File: src/rtl/sw_debounce.sv
// sw_debounce: two-flop synchroniser plus tick-sampled stability filter per switch bit.
// Define SW_DEBOUNCE_BYPASS_EN to drop the filter and pass the synchronised bus straight through.
module sw_debounce #(
    parameter int WIDTH    = 16,
    parameter int TICK_DIV = 100000,
    parameter int SAMPLES  = 4
) (
    input  logic             clk,
    input  logic             rst_n,
    input  logic [WIDTH-1:0] sw_raw,
    output logic [WIDTH-1:0] sw_db,
    output logic             sw_chg,
    output logic             tick
);
    logic [WIDTH-1:0] sync1_q, sync2_q, sw_db_q, sw_db_d;
    logic             sw_chg_q;

    always_ff @(posedge clk or negedge rst_n) begin
        if (!rst_n) begin
            sync1_q  <= '0;
            sync2_q  <= '0;
            sw_db_q  <= '0;
            sw_chg_q <= 1'b0;
        end else begin
            sync1_q  <= sw_raw;
            sync2_q  <= sync1_q;
            sw_db_q  <= sw_db_d;
            sw_chg_q <= |(sw_db_d ^ sw_db_q);
        end
    end

`ifdef SW_DEBOUNCE_BYPASS_EN
    assign sw_db_d = sync2_q;
    assign tick    = 1'b0;
`else
    localparam int CW = $clog2(TICK_DIV);

    logic [CW-1:0]                  cnt_q, cnt_d;
    logic                           tick_q, tick_d;
    logic [WIDTH-1:0][SAMPLES-1:0]  hist_q, hist_d;

    // History shifts only while tick_q is high; acceptance looks at the freshly shifted history.
    always_comb begin
        tick_d  = (cnt_q == CW'(TICK_DIV - 1));
        cnt_d   = tick_d ? '0 : cnt_q + 1'b1;
        hist_d  = hist_q;
        sw_db_d = sw_db_q;
        for (int i = 0; i < WIDTH; i++) begin
            if (tick_q) begin
                hist_d[i]  = {hist_q[i][SAMPLES-2:0], sync2_q[i]};
                sw_db_d[i] = (&hist_d[i]) ? 1'b1 : (~|hist_d[i]) ? 1'b0 : sw_db_q[i];
            end
        end
    end

    always_ff @(posedge clk or negedge rst_n) begin
        if (!rst_n) begin
            cnt_q  <= '0;
            tick_q <= 1'b0;
            hist_q <= '0;
        end else begin
            cnt_q  <= cnt_d;
            tick_q <= tick_d;
            hist_q <= hist_d;
        end
    end

    assign tick = tick_q;
`endif

    assign sw_db  = sw_db_q;
    assign sw_chg = sw_chg_q;
endmodule

File: config.mk
export PLATFORM = sky130hd
export DESIGN_NAME = sw_debounce
export DESIGN_NICKNAME = d
export VERILOG_FILES = /design/src/rtl/sw_debounce.sv
export SDC_FILE = /design/constraint.sdc
export NUM_CORES = 1
export LEC_CHECK = 0
export ABC_CLOCK_PERIOD_IN_PS = 4500
export BUFFER_PORTS_ARGS = -buffer_cell sky130_fd_sc_hd__buf_2
export CAP_MARGIN = 20
export CORE_MARGIN = 4
export CORE_UTILIZATION = 30
export CTS_BUF_LIST = sky130_fd_sc_hd__clkbuf_4
export CTS_CLUSTER_DIAMETER = 50
export CTS_CLUSTER_SIZE = 10
export DETAILED_ROUTE_END_ITERATION = 16
export PLACE_DENSITY = 0.54
export SYNTH_ARGS = -nofsm -noshare
export SYNTH_HDL_FRONTEND = slang
export SYNTH_SLANG_ARGS = --single-unit
File: constraint.sdc
create_clock -name clk -period 4.5 [get_ports clk]
set_clock_uncertainty 0.15 [all_clocks]
set_input_delay 0.225 -clock clk [delete_from_list [all_inputs] [get_ports clk]]
set_output_delay 0.225 -clock clk [all_outputs]
set_load 0.01 [all_outputs]
==> results_dict.tcl <==
set metrics [dict create \
    status "finished, final reports clean" \
    clk_pin_slew_worst_paths_ns 0.10 \
    syn_nets 385 \
    critPathBufInv 1 \
    required_ns 4.81 \
    maxCapViolations 0 \
    critPathSlowestCell "dfrtp_2" \
    die_w_um 132 \
    whs_ns 0.153 \
    track_usage 0.104 \
    setup_viol 0 \
    clock_sinks 115 \
    grt_pass1_wl_mm 14.4 \
    ant_nets 0 \
    grt_busiest_layer "met2" \
    synthMuxAreaShare 0.102 \
    p_clk_frac 0.372 \
    grt_max_degree 62 \
    cellLeakagePower_nw 2.39 \
    rsz0062_at_grt "no" \
    avgSynthCellArea_um2 12.6 \
    clock-root-buffer "clkbuf_4" \
    htreeDepth 4 \
    mostFrequentLayoutCell "dfrtp_1" \
    p_int_mw 1.35 \
    dpl_cell_area_mm2 0.00498 \
    areaGrowthSynthToFinish_pct 16.5 \
    insertion_delay_ns 0.52 \
    worst_setup_path_end_kind "flip-flop" \
    start_util 0.305 \
    start_kind "flip-flop" \
    antenna_found_initial 0 \
    synth_top_family_by_area "simple AND/OR/NAND/NOR gates" \
    nFillCells 1487 \
    grt_pass1_vias 2996 \
    tns_ns 0 \
    dp_hpwl_mm 5.47 \
    syn_area_mm2 0.00462 \
    layout.nets 449 \
    rows 45 \
    use_met1 0.131 \
    syn_inst 366 \
    final_cells 630 \
    design_area_mm2 0.00538 \
    drc 0 \
    grt_overflow_total 0 \
    max_slew_margin 0.427 \
    use_met2 0.155 \
    hold_viol 0 \
    drtPass1Iterations 4 \
    drive_gt1_frac 0.197 \
    sw_frac_of_total 0.225 \
    synth_seq_cells 115 \
    synthAdderAreaFrac 0.00271 \
    final_util 0.355 \
    avgViaCountPerCell 4.72 \
    path_cells "buf_4, or4b_1, nor3b_1, nor3_1, nand3_1, a211o_1" \
    combPwrFrac 0.024 \
    clk_path_buf_depth 2 \
    numPortBuffers 35 \
    fmax_mhz 378 \
    worstMarginPinSlew_ns 0.859 \
    drt-initial-drc-count 219 \
    slowest_delay_ns 0.93 \
    cts_resized 0 \
    synthSimpleGateAreaFrac 0.144 \
    die_y_um 132 \
    cts_tree "yes" \
    yosysUniqueCellTypes 36 \
    wl_per_cell_um 13.2 \
    power_density_mw_per_mm2 325 \
    min_period_ns 2.65 \
    p_seq_frac 0.604 \
    vias 2975 \
    crit_family "flip-flops" \
    slew_viol_final 0 \
    ys_seq_area_frac 0.623 \
    finalWeightedCongestion 0.772 \
    ir_drop_v 0.000123 \
    wirelength_mm 8.32 \
    diodes 0 \
    use_met3 0.0420 \
    final_cell_mix "dfrtp_1, buf_2, nor2_1, a21oi_1" \
    cts_inserted_buffers 17 \
    path_class "flip-flop to flip-flop" \
    dp.cells 582 \
    ioPinCount 36 \
    p_sw_uw 394 \
    synth_xor_area_frac 0.0284 \
    ys_warn_count 0 \
    final.period_utilization 0.588 \
    synth-compound-area-share 0.0718 \
    coreArea_mm2 0.0151 \
    hold_path.class "primary input to async pin" \
    crit_path_max_fanout 49 \
    arrival_ns 2.96 \
    die-area_mm2 0.0175 \
]
==> per-layer routing <==
metal / wire length (um) / vias up
met2: 3770 / 42
li1: - / 1471
met1: 4000 / 1450
met3: 387 / 12
met4: 156 / 0
met5: 0 / -
==> final timing paths <==
kind / cells after the start / start / slack (ns) / to
worst max register to register: 6 / tick / 1.85 / sw_chg
worst min-delay path: 2 / rst_n / 0.15 / sw_db[11]
max in group asynchronous: 3 / rst_n / 3.17 / sync1_q[1]
min in group clk: 0 / sync1_q[3] / 0.19 / sync2_q[3]
worst min register to register: 0 / sync1_q[3] / 0.19 / sync2_q[3]
worst max-delay path: 6 / tick / 1.85 / sw_chg
==> cell type report <==
| type | instances | area [um2] | area share |
|---|---|---|---|
| Inverter | 14 | 52.6 | 0.00977 |
| Clock buffer | 22 | 165 | 0.0307 |
| Tap cell | 188 | 235 | 0.0437 |
| Sequential cell | 115 | 2880 | 0.535 |
| Timing Repair Buffer | 55 | 370 | 0.0688 |
| Multi-Input combinational cell | 227 | 1610 | 0.300 |
| Clock inverter | 9 | 65.1 | 0.0121 |
==> timing repair <==
item	in CTS	in global routing
buffers inserted	0	0
hold buffers	17	0
hold endpoints to repair	75	0
endpoints found under the setup margin	0	0
==> power by group through the flow <==
stage	sequential (mW)	clock (mW)	combinational (mW)
6_report	1.06	0.650	0.0423
3_5_place_dp	1.08	0	0.0337
4_1_cts	1.06	0.680	0.0452
2_1_floorplan	1.07	0	0.00263
3_3_place_gp	1.08	0	0.0328
5_1_grt	1.06	0.733	0.0503
==> cells in the mapped netlist <==
cell      count  area share
dfrtp_1     115        0.62
a311oi_2      1      0.0032
and4_1        5      0.0095
and4b_1       1      0.0022
nor4_1        3      0.0041
and2_1        2      0.0027
and3_1        1      0.0014
o32ai_1       5      0.0095
buf_2         7      0.0076
buf_8         2      0.0065
nor3b_1       7       0.011
a21oi_1      23       0.025
buf_6         1      0.0024
mux2_2       22       0.054
xor2_1        6       0.011
o21ai_0       1      0.0011
nand3b_1      1      0.0016
nand2_1      21       0.017
a32o_1        1      0.0022
a211oi_1      1      0.0016
ha_1          1      0.0027
o21ai_1       6      0.0065
or4b_1        9       0.019
nand4_1      12       0.016
and3b_1       1      0.0019
mux2_1       20       0.049
nand3_1      10       0.011
inv_1        14       0.011
nand2b_1      7      0.0095
nor3_1       15       0.016
a32oi_1       3      0.0057
nor2_1       23       0.019
xnor2_1       9       0.017
a211o_1       1      0.0019
a41oi_1       8       0.015
nor2b_1       1      0.0014
==> through the flow <==
step | setup WS [ns] | total power, mW
after global placement | 1.90 | 1.11
after floorplan | 2.79 | 1.08
after detailed placement | 1.86 | 1.11
final | 1.85 | 1.75
after global routing | 1.62 | 1.84
after CTS | 1.83 | 1.78
==> kinds of logic (layout without fill, tap and decap cells) <==
kind of cell,after synthesis,in the layout
DFF,115,115
xor gates and xnor gates,15,15
and+or+nand+nor,119,119
muxes,42,42
buffers and inverters,24,100
adders and majority gates,1,1
AOI/OAI and AO/OA,50,50
==> registers in the layout (all words and copies together), names as in the netlist <==
signal	count
hist_q	48
cnt_q	17
sw_db	16
sync1_q	16
sync2_q	16
sw_chg	1
tick	1
Note: power is estimated with default switching activity, not from simulation.
